$ cat config.mk
export PLATFORM = sky130hd
export DESIGN_NAME = rs_dec_frame_sched
export DESIGN_NICKNAME = d
export VERILOG_FILES = /design/src/rtl/rs_dec_pkg.sv /design/src/rtl/rs_tag_fifo.sv /design/src/rtl/rs_dec_frame_sched.sv
export SDC_FILE = /design/constraint.sdc
export NUM_CORES = 1
export LEC_CHECK = 0
export ABC_AREA = 1
export CORE_MARGIN = 5
export CORE_UTILIZATION = 37
export CTS_CLUSTER_DIAMETER = 60
export DETAILED_ROUTE_END_ITERATION = 12
export PLACE_DENSITY = 0.7
export SYNTH_ARGS = -nofsm -noshare
export SYNTH_HDL_FRONTEND = slang
export SYNTH_HIERARCHICAL = 1
export SYNTH_SLANG_ARGS = --single-unit
$ cat constraint.sdc
create_clock -name clk -period 2 [get_ports clk]
set_clock_uncertainty 0.05 [all_clocks]
set_input_delay 0.3 -clock clk [delete_from_list [all_inputs] [get_ports clk]]
set_output_delay 0.3 -clock clk [all_outputs]
set_load 0.01 [all_outputs]
$ cat src/rtl/rs_dec_pkg.sv
// Shared constants and FSM state type for the RS(132,120) decoder frame scheduler.
package rs_dec_pkg;

  localparam int unsigned N_IN  = 132;
  localparam int unsigned N_OUT = 120;
  localparam int unsigned SYM_W = 8;

  typedef enum logic [1:0] {
    ST_IDLE  = 2'd0,
    ST_ISSUE = 2'd1,
    ST_GAP   = 2'd2
  } sched_state_e;

endpackage

$ cat src/rtl/rs_tag_fifo.sv
// In-order tag FIFO; extra pointer MSB distinguishes full from empty.
module rs_tag_fifo #(
  parameter int unsigned WIDTH = 1,
  parameter int unsigned DEPTH = 4
) (
  input  logic             clk,
  input  logic             rst_n,
  input  logic             push,
  input  logic             pop,
  input  logic [WIDTH-1:0] din,
  output logic [WIDTH-1:0] dout,
  output logic             full,
  output logic             empty
);

  localparam int unsigned AW = $clog2(DEPTH);

  logic [WIDTH-1:0] mem_q [DEPTH];
  logic [AW:0]      wr_ptr_q, wr_ptr_d;
  logic [AW:0]      rd_ptr_q, rd_ptr_d;
  logic             do_push, do_pop;

  assign empty   = (wr_ptr_q == rd_ptr_q);
  assign full    = (wr_ptr_q[AW] != rd_ptr_q[AW]) &&
                   (wr_ptr_q[AW-1:0] == rd_ptr_q[AW-1:0]);
  assign do_push = push && !full;
  assign do_pop  = pop && !empty;
  assign dout    = mem_q[rd_ptr_q[AW-1:0]];

  always_comb begin
    wr_ptr_d = wr_ptr_q;
    rd_ptr_d = rd_ptr_q;
    if (do_push) wr_ptr_d = wr_ptr_q + 1'b1;
    if (do_pop)  rd_ptr_d = rd_ptr_q + 1'b1;
  end

  always_ff @(posedge clk) begin
    if (!rst_n) begin
      wr_ptr_q <= '0;
      rd_ptr_q <= '0;
      for (int unsigned i = 0; i < DEPTH; i++) mem_q[i] <= '0;
    end else begin
      wr_ptr_q <= wr_ptr_d;
      rd_ptr_q <= rd_ptr_d;
      if (do_push) mem_q[wr_ptr_q[AW-1:0]] <= din;
    end
  end

endmodule

$ cat src/rtl/rs_dec_frame_sched.sv
// Two-channel round-robin frame scheduler feeding the RS(132,120) decoder,
// with framing, inter-frame gap and in-order channel tagging of decoder output.
module rs_dec_frame_sched
  import rs_dec_pkg::*;
#(
  parameter int unsigned GAP       = 2,
  parameter int unsigned TAG_DEPTH = 4
) (
  input  logic             clk,
  input  logic             rst_n,
  input  logic             req0,
  input  logic             req1,
  output logic             rd_en0,
  output logic             rd_en1,
  input  logic [SYM_W-1:0] rd_data0,
  input  logic [SYM_W-1:0] rd_data1,
  output logic             dec_din_val,
  output logic             dec_din_sop,
  output logic             dec_din_eop,
  output logic [SYM_W-1:0] dec_din,
  input  logic             dec_out_val,
  output logic             out_ch,
  output logic             out_last,
  output logic             busy,
  output logic             err_orphan
);

  localparam int unsigned GW       = (GAP > 0) ? $clog2(GAP + 1) : 1;
  localparam logic [GW-1:0] GAP_LAST = GW'((GAP > 0) ? GAP - 1 : 0);
  localparam logic [7:0]    IN_LAST  = 8'(N_IN - 1);
  localparam logic [6:0]    OUT_LAST = 7'(N_OUT - 1);

  sched_state_e  state_q, state_d;
  logic          sel_q, sel_d;
  logic          rr_q, rr_d;
  logic [7:0]    in_cnt_q, in_cnt_d;
  logic [GW-1:0] gap_cnt_q, gap_cnt_d;
  logic [6:0]    out_cnt_q, out_cnt_d;
  logic          sel_dly_q;
  logic          val_q, sop_q, eop_q;
  logic          err_q;
  logic          grant_ch;
  logic          issue;

  logic          tag_push, tag_pop, tag_dout, tag_full, tag_empty;

  rs_tag_fifo #(
    .WIDTH (1),
    .DEPTH (TAG_DEPTH)
  ) u_tag_fifo (
    .clk   (clk),
    .rst_n (rst_n),
    .push  (tag_push),
    .pop   (tag_pop),
    .din   (grant_ch),
    .dout  (tag_dout),
    .full  (tag_full),
    .empty (tag_empty)
  );

  always_comb begin
    state_d   = state_q;
    sel_d     = sel_q;
    rr_d      = rr_q;
    in_cnt_d  = in_cnt_q;
    gap_cnt_d = gap_cnt_q;
    tag_push  = 1'b0;
    // Both requesting: the channel that did not win last time goes next.
    grant_ch  = (req0 && req1) ? ~rr_q : req1;
    case (state_q)
      ST_IDLE: begin
        in_cnt_d  = '0;
        gap_cnt_d = '0;
        if ((req0 || req1) && !tag_full) begin
          sel_d    = grant_ch;
          rr_d     = grant_ch;
          tag_push = 1'b1;
          state_d  = ST_ISSUE;
        end
      end
      ST_ISSUE: begin
        if (in_cnt_q == IN_LAST) begin
          in_cnt_d = '0;
          state_d  = (GAP > 0) ? ST_GAP : ST_IDLE;
        end else begin
          in_cnt_d = in_cnt_q + 8'd1;
        end
      end
      ST_GAP: begin
        if (gap_cnt_q == GAP_LAST) begin
          gap_cnt_d = '0;
          state_d   = ST_IDLE;
        end else begin
          gap_cnt_d = gap_cnt_q + 1'b1;
        end
      end
      default: state_d = ST_IDLE;
    endcase
  end

  assign issue  = (state_q == ST_ISSUE);
  assign rd_en0 = issue && !sel_q;
  assign rd_en1 = issue && sel_q;

  // Output side: count corrected symbols; retire a tag on the last one.
  always_comb begin
    out_cnt_d = out_cnt_q;
    if (dec_out_val) out_cnt_d = (out_cnt_q == OUT_LAST) ? '0 : out_cnt_q + 7'd1;
  end

  assign out_last = dec_out_val && (out_cnt_q == OUT_LAST);
  assign tag_pop  = out_last && !tag_empty;
  assign out_ch   = tag_dout;

  always_ff @(posedge clk) begin
    if (!rst_n) begin
      state_q   <= ST_IDLE;
      sel_q     <= 1'b0;
      rr_q      <= 1'b1;
      in_cnt_q  <= '0;
      gap_cnt_q <= '0;
      out_cnt_q <= '0;
      sel_dly_q <= 1'b0;
      val_q     <= 1'b0;
      sop_q     <= 1'b0;
      eop_q     <= 1'b0;
      err_q     <= 1'b0;
    end else begin
      state_q   <= state_d;
      sel_q     <= sel_d;
      rr_q      <= rr_d;
      in_cnt_q  <= in_cnt_d;
      gap_cnt_q <= gap_cnt_d;
      out_cnt_q <= out_cnt_d;
      sel_dly_q <= sel_q;
      val_q     <= issue;
      sop_q     <= issue && (in_cnt_q == '0);
      eop_q     <= issue && (in_cnt_q == IN_LAST);
      err_q     <= err_q || (dec_out_val && tag_empty);
    end
  end

  assign dec_din_val = val_q;
  assign dec_din_sop = sop_q;
  assign dec_din_eop = eop_q;
  assign dec_din     = val_q ? (sel_dly_q ? rd_data1 : rd_data0) : '0;
  assign busy        = (state_q != ST_IDLE) || !tag_empty;
  assign err_orphan  = err_q;

endmodule

==> reports/results.tsv, run 1 <==
stage	metric	value	unit
clock_network	cts_tree	built	
synthesis	yosysMostFrequentCell	nand2_1	
power_and_ir_drop	p_int	1.208	mW
drt	via_per_inst	4.678	
finish	fin_area	2586	um2
die	die_area	6921	um2
worst_setup_path	startpoint_type	flop	
worst_setup_path	timing.critical_path.to_type	output pin	
placed_design	numPortBuffers	37	
clock_network	numCtsBuffers	5	
grt	grt_pass1_vias	1732	
finish	nNetsFinal	346	
die	die_w	83.19	um
grt	use_met1	15.58	%
sta	tightestPinTransition	0.4003	ns
synthesis	syn_avg_cell_area	7.286	um2
grt	grt_first_pass_wirelength	7.527	mm
drt	routed_wl	4.249	mm
power_and_ir_drop	swShare	26.90	%
synthesis	synth_top_family_by_area	simple AND/OR/NAND/NOR gates	
sta	setup_viol	0	
power_and_ir_drop	p_leak	1.095	nW
worst_setup_path	cp_slowest_cell	clkdlybuf4s50_1	
die	die_h	83.19	um
worst_setup_path	critical_path_required	1.65	ns
sta	rsz0062_at_grt	false	
drt	drt-initial-drc-count	83	
drt	wire_per_inst	10.87	um
sta	max_freq	0.5369	GHz
synthesis	synth_area_leader_cell	dfxtp_1	
placed_design	dpl.hpwl	3.213	mm
clock_network	h-tree-depth	2	
finish	areaGrowthSynthToFinish	30.49	%
grt	grt_usage	12.66	%
synthesis	seq_area_frac_synth	38.89	%
power_and_ir_drop	clkPwrFrac	32.8	%
worst_setup_path	max_stage_delay	0.55	ns
drt	antenna_left	0	
synthesis	synth_edf_count	1	
synthesis	yosys.area_share.adder	3.157	%
synthesis	synthMuxAreaShare	0	%
power_and_ir_drop	p_sw	444.4	uW
drt	vias	1829	
synthesis	ys_dominant_reg_cell	dfxtp_1	
drt	drc_errors	0	
die	start_util	38.56	%
finish	utilization	50.32	%
synthesis	ys_types	37	
die	core.rowCount	26	
worst_setup_path	crit_path_cell_trace	inv_2, nor2_8, inv_6, nor2_1, clkdlybuf4s50_1	
synthesis	synth-xor-area-share	2.210	%
worst_setup_path	critPathBufInv	3	
worst_setup_path	worstSetupPathType	flop to output pin	
placed_design	dp_cells	382	
sta	maxSlewHeadroom	73.15	%
clock_network	cts_hold_buf	0	
drt	firstDrtPassIters	4	
clock_network	clock-sinks	38	
sta	finalSetupTns	0	ns
synthesis	synth_compound_area_share	13.26	%
grt	grt_max_degree	22	
worst_setup_path	cp_top_family	buffers and inverters	
power_and_ir_drop	comb_power_share	17.7	%
synthesis	syn_area	1982	um2
synthesis	synth_cells	272	
grt	top_usage_layer	met2	
grt	antenna_found_initial	0	
power_and_ir_drop	ir_worst_vdd	420.0	uV
worst_setup_path	critPathMaxFanout	5	
synthesis	yosysTopAreaCellShare	37.37	%
finish	antenna_cells	0	
clock_network	clk_latency	0.28	ns
worst_setup_path	cp.arrival	1.51	ns
power_and_ir_drop	cellPowerDensity	638.8	nW/um2
hold_path	hold_path_class	flop to flop	
synthesis	yosys_register_bits	38	
grt	grt_overflow	0	
synthesis	yosysWarningCount	6	
outcome	status	completed	
clock_network	clockBufferDepth	2	
synthesis	async_flop_share	0	%
placed_design	dpl-instance-area	2477	um2
sta	period_share	93.12	%
finish	drive_above_1_share	14.64	%
synthesis	ys_top_cells_by_count	nand2_1, nor2_1, dfxtp_1	
die	boundaryPins	38	
sta	drv_slew	0	
sta	period_needed	1.862	ns
synthesis	yosys.area_share.simple	34.03	%
clock_network	clockRootBuffer	clkbuf_8	
die	coreArea	5140	um2
clock_network	clkTransAtPathRegs	0.07	ns
power_and_ir_drop	pwr-share-seq	49.5	%
placed_design	gp_congestion	0.8490	
synthesis	syn_nets	298	
grt	met3_usage	2.772	%
synthesis	ys_top_cells_by_area	dfxtp_1, nand2_1, nor2_1, inv_1, a21oi_1	
grt	grt_util_met2	21.65	%
sta	hold_viol	0	
job	drv_cap	0	
finish	final_cells	391	
## metrics by stage
stage / total power [mW] / hold slack [ns] / setup WS [ns]
after floorplan: 0.9937 / 0.3653 / 0.3635
after global placement: 1.125 / 0.3810 / 0.1362
after detailed placement: 1.126 / 0.3869 / 0.1384
after CTS: 1.683 / 0.3985 / 0.03835
after global routing: 1.758 / 0.4148 / 0.01615
final: 1.652 / 0.3912 / 0.1376
## power by group through the flow
stage	clock [mW]	combinational, mW	sequential, mW
6_report	0.542	0.293	0.817
5_1_grt	0.609	0.326	0.822
4_1_cts	0.570	0.296	0.817
3_5_place_dp	0	0.293	0.833
3_3_place_gp	0	0.292	0.833
2_1_floorplan	0	0.162	0.832
## cells in the final DEF, fill, tap and decap left out, types with 3 or more instances in the layout
| cell type | instances |
|---|---|
| nor2_1 | 39 |
| dfxtp_1 | 32 |
| ha_1 | 5 |
| a21oi_1 | 18 |
| nor2_4 | 3 |
| nand2_2 | 6 |
| inv_1 | 29 |
| o21bai_1 | 3 |
| o21ai_1 | 4 |
| inv_2 | 7 |
| dfxtp_2 | 5 |
| nand4_1 | 7 |
| clkbuf_8 | 6 |
| clkdlybuf4s50_1 | 34 |
| o21ai_0 | 14 |
| buf_4 | 6 |
| xor2_1 | 5 |
| nand2_1 | 55 |
| nand3_1 | 15 |
## per-layer routing
metal	share of wire, %	vias up
met2	44	45
met4	0.54	0
li1	-	978
met1	51	804
met3	5.2	2
met5	0	-
## kinds of logic (layout without fill, tap and decap cells)
group	count (synthesis)	after routing
AND/OR/NAND/NOR	137	137
AO/OA/AOI/OAI	46	46
buffers and inverters	41	90
flip-flops	38	38
adder cells (fa/ha/maj)	5	5
XOR/XNOR	5	5
## repair_timing
| action | in CTS | in global routing |
|---|---|---|
| hold endpoints to repair | 0 | 0 |
| gates resized for setup | 5 | 4 |
| pin swaps | 1 | 0 |
| endpoints found under the setup margin | 4 | 10 |
| buffers inserted | 1 | 0 |
## worst min-delay path, delay by kind of cell, from the launching register on
kind	cells	cell delay, ns
DFF	1	0.30
buffers and inverters	1	0.06
and+or+nand+nor	1	0.04
## sequential cells by signal, summed over array words and instances (netlist names), 2 cells and up, named ones only
name,cells
in_cnt_q,8
gap_cnt_q,2
state_q,2
u_tag_fifo/rd_ptr_q,3
u_tag_fifo/mem_q,4
out_cnt_q,7
u_tag_fifo/wr_ptr_q,3
## final cells by class
cell class,count,area [um2]
repair buffers,44,435.4
clock inverters,2,12.51
fillers,530,2554
multi-input cells,193,1044
inverters,38,147.6
well taps,70,87.58
flip-flops and latches,38,777.0
clock buffers,6,82.58
## path summary, 6_finish.rpt
| check | start | to | slack, ns | depth (start not counted) |
|---|---|---|---|---|
| worst min-delay path | gap_cnt_q[1] | gap_cnt_q[1] | 0.39 | 2 |
| worst max register to register | u_tag_fifo/wr_ptr_q[1] | u_tag_fifo/mem_q[3] | 0.24 | 10 |
| worst min register to register | gap_cnt_q[1] | gap_cnt_q[1] | 0.39 | 2 |
| worst max-delay path | state_q[0] | rd_en1 | 0.14 | 5 |
(Power assumes the default switching activity.)
==> inputs of run 2 (changes only) <==
CELL_PAD_IN_SITES_DETAIL_PLACEMENT = 1   (was not set)
CELL_PAD_IN_SITES_GLOBAL_PLACEMENT = 2   (was not set)
CORE_UTILIZATION = 29   (was 37)
CTS_CLUSTER_SIZE = 14   (was not set)
HOLD_SLACK_MARGIN = 0.05   (was not set)
PLACE_DENSITY = 0.9   (was 0.7)
==> run 2 against run 1 <==
- sequential share of layout area decreased by 0.35 points
- fmax is 0.78% lower
- highest routed layer unchanged
- combinational power rose by 5%
- die area grew 24%
- cell count is 3.6% higher
- final area increased by 1.0%
- critical path depth did not move
- first-iteration DRC count decreased by 47%
==> reports/results.tsv, run 2 (synthesis results as in run 1) <==
stage	metric	value	unit	change
outcome	status	completed		unchanged
clock_network	clkTransAtPathRegs	0.07	ns	about the same
clock_network	clock-sinks	38		unchanged
placed_design	gp_congestion	0.7898		was 0.8490
clock_network	clk_latency	0.29	ns	was 0.28 ns
clock_network	clockRootBuffer	clkbuf_8		unchanged
worst_setup_path	startpoint_type	flop		unchanged
finish	nNetsFinal	350		was 346
sta	drv_slew	0		unchanged
sta	setup_viol	0		unchanged
sta	rsz0062_at_grt	false		unchanged
drt	drt-initial-drc-count	44		was 83
finish	largestRegisters	in_cnt_q (8), out_cnt_q (7), u_tag_fifo/mem_q (4)		unchanged
placed_design	dpl-instance-area	2507	um2	was 2477 um2
die	die_h	92.67	um	was 83.19 um
sta	max_freq	0.5327	GHz	was 0.5369 GHz
die	boundaryPins	38		unchanged
grt	grt_max_degree	13		was 22
worst_setup_path	max_stage_delay	0.55	ns	about the same
worst_setup_path	critPathBufInv	3		unchanged
clock_network	numCtsBuffers	5		unchanged
clock_network	h-tree-depth	2		unchanged
placed_design	dpl.hpwl	4.135	mm	was 3.213 mm
finish	utilization	38.88	%	was 50.32%
die	start_util	29.50	%	was 38.56%
grt	grt_first_pass_wirelength	9.052	mm	was 7.527 mm
grt	grt_pass1_vias	2036		was 1732
worst_setup_path	critical_path_required	1.65	ns	about the same
clock_network	clockBufferDepth	2		unchanged
worst_setup_path	cp_slowest_cell	clkdlybuf4s50_1		unchanged
finish	largest_register_ffs	8		unchanged
sta	finalSetupTns	0	ns	unchanged
grt	antenna_found_initial	0		unchanged
worst_setup_path	critPathMaxFanout	5		unchanged
grt	grt_usage	12.61	%	was 12.66%
die	coreArea	6719	um2	was 5140 um2
power_and_ir_drop	ir_worst_vdd	394.5	uV	was 420.0 uV
sta	whs	0.3893	ns	was 0.3912 ns
finish	areaGrowthSynthToFinish	31.82	%	was 30.49%
grt	grt_overflow	0		unchanged
power_and_ir_drop	p_leak	1.095	nW	about the same
drt	via_per_inst	4.696		was 4.678
worst_setup_path	cp_top_family	buffers and inverters		unchanged
worst_setup_path	worstSetupPathType	flop to output pin		unchanged
sta	maxSlewHeadroom	77.42	%	was 73.15%
sta	hold_viol	0		unchanged
drt	drc_errors	0		unchanged
drt	antenna_left	0		unchanged
drt	routed_wl	5.075	mm	was 4.249 mm
finish	fin_area	2613	um2	was 2586 um2
sta	period_share	93.86	%	was 93.12%
die	die_area	8588	um2	was 6921 um2
die	core.rowCount	30		was 26
sta	tightestPinTransition	0.3357	ns	was 0.4003 ns
drt	vias	1902		was 1829
drt	wire_per_inst	12.53	um	was 10.87 um
die	die_w	92.67	um	was 83.19 um
finish	layout_common_cells	nand2_1, nor2_1, clkdlybuf4s50_1, dfxtp_1, inv_1		unchanged
placed_design	numPortBuffers	37		unchanged
hold_path	hold_path_class	flop to flop		unchanged
finish	largest-register	in_cnt_q		unchanged
finish	drive_above_1_share	15.38	%	was 14.64%
finish	antenna_cells	0		unchanged
clock_network	cts_tree	built		unchanged
finish	final_common_cell	nand2_1		unchanged
job	drv_cap	0		unchanged
sta	worst_slack	0.1229	ns	was 0.1376 ns
sta	period_needed	1.877	ns	was 1.862 ns
power_and_ir_drop	cellPowerDensity	642.1	nW/um2	was 638.8 nW/um2
drt	firstDrtPassIters	4		unchanged
placed_design	post-place-ws	0.1038	ns	was 0.1384 ns
finish	fillers	832		was 530
worst_setup_path	crit_path_cell_trace	inv_2, nor2_8, inv_6, nor2_1, clkdlybuf4s50_1		unchanged
worst_setup_path	cp.arrival	1.53	ns	was 1.51 ns
worst_setup_path	timing.critical_path.to_type	output pin		unchanged
-- run 2: cell types whose count changed in the layout (fill, tap and decap cells not counted) --
cell | previous run | this run
buf_12 | 1 | 0
clkdlybuf4s50_1 | 34 | 35
buf_4 | 6 | 11
dfxtp_2 | 5 | 4
dlymetal6s2s_1 | 1 | 0
dfxtp_1 | 32 | 33
-- run 2: report_power, final --
| part | internal, mW | leakage, nW | switching, mW |
|---|---|---|---|
| Combinational | 0.145 | 0.735 | 0.162 |
| Clock | 0.277 | 0.0472 | 0.276 |
| Sequential | 0.791 | 0.313 | 0.0261 |
-- run 2: path summary, 6_finish.rpt --
kind / from / end / slack (ns) / cells past startpoint
min reg2reg: gap_cnt_q[1] / gap_cnt_q[1] / 0.39 / 2
max: state_q[0] / rd_en1 / 0.12 / 5
min: gap_cnt_q[1] / gap_cnt_q[1] / 0.39 / 2
max reg2reg: u_tag_fifo/wr_ptr_q[1] / u_tag_fifo/mem_q[3] / 0.23 / 10
-- run 2: area by class of cell --
| type | count | area (um2) | share of cell area (%) |
|---|---|---|---|
| Clock buffer | 6 | 82.58 | 3.161 |
| Clock inverter | 2 | 12.51 | 0.4789 |
| Inverter | 38 | 147.6 | 5.651 |
| Multi-Input combinational cell | 193 | 1044 | 39.94 |
| Sequential cell | 38 | 775.7 | 29.69 |
| Tap cell | 80 | 100.1 | 3.831 |
| Timing Repair Buffer | 48 | 450.4 | 17.24 |
-- run 2: metal layers --
layer	global-route usage [%]	vias up	part of all wire, %
met4	3.785	0	0.41
li1	-	978	-
met1	15.89	880	48
met3	2.600	4	4.2
met2	21.63	40	47
met5	0	-	0
-- run 2: timing repair --
item | in CTS | in global routing
setup endpoints to repair | 10 | 10
gates resized for setup | 4 | 3
setup buffers | 1 | 0
pin swaps | 1 | 0
hold buffers | 0 | 0
-- run 2: worst reg2reg max path: stages (launching register included) --
cell and delay (ns):
dfxtp_1 0.43, inv_2 0.06, nand2_2 0.06, nand2_2 0.07, nand3_4 0.11, inv_1 0.05, inv_1 0.06, o211ai_2 0.11
inv_2 0.15, nand2_4 0.10, o31ai_1 0.22
-- run 2: per-stage QoR --
step / std cells / total power, mW
final: 405 / 1.678
after global routing: 405 / 1.772
after CTS: 405 / 1.708
after detailed placement: 396 / 1.143
after global placement: 396 / 1.135
after floorplan: 272 / 0.9937
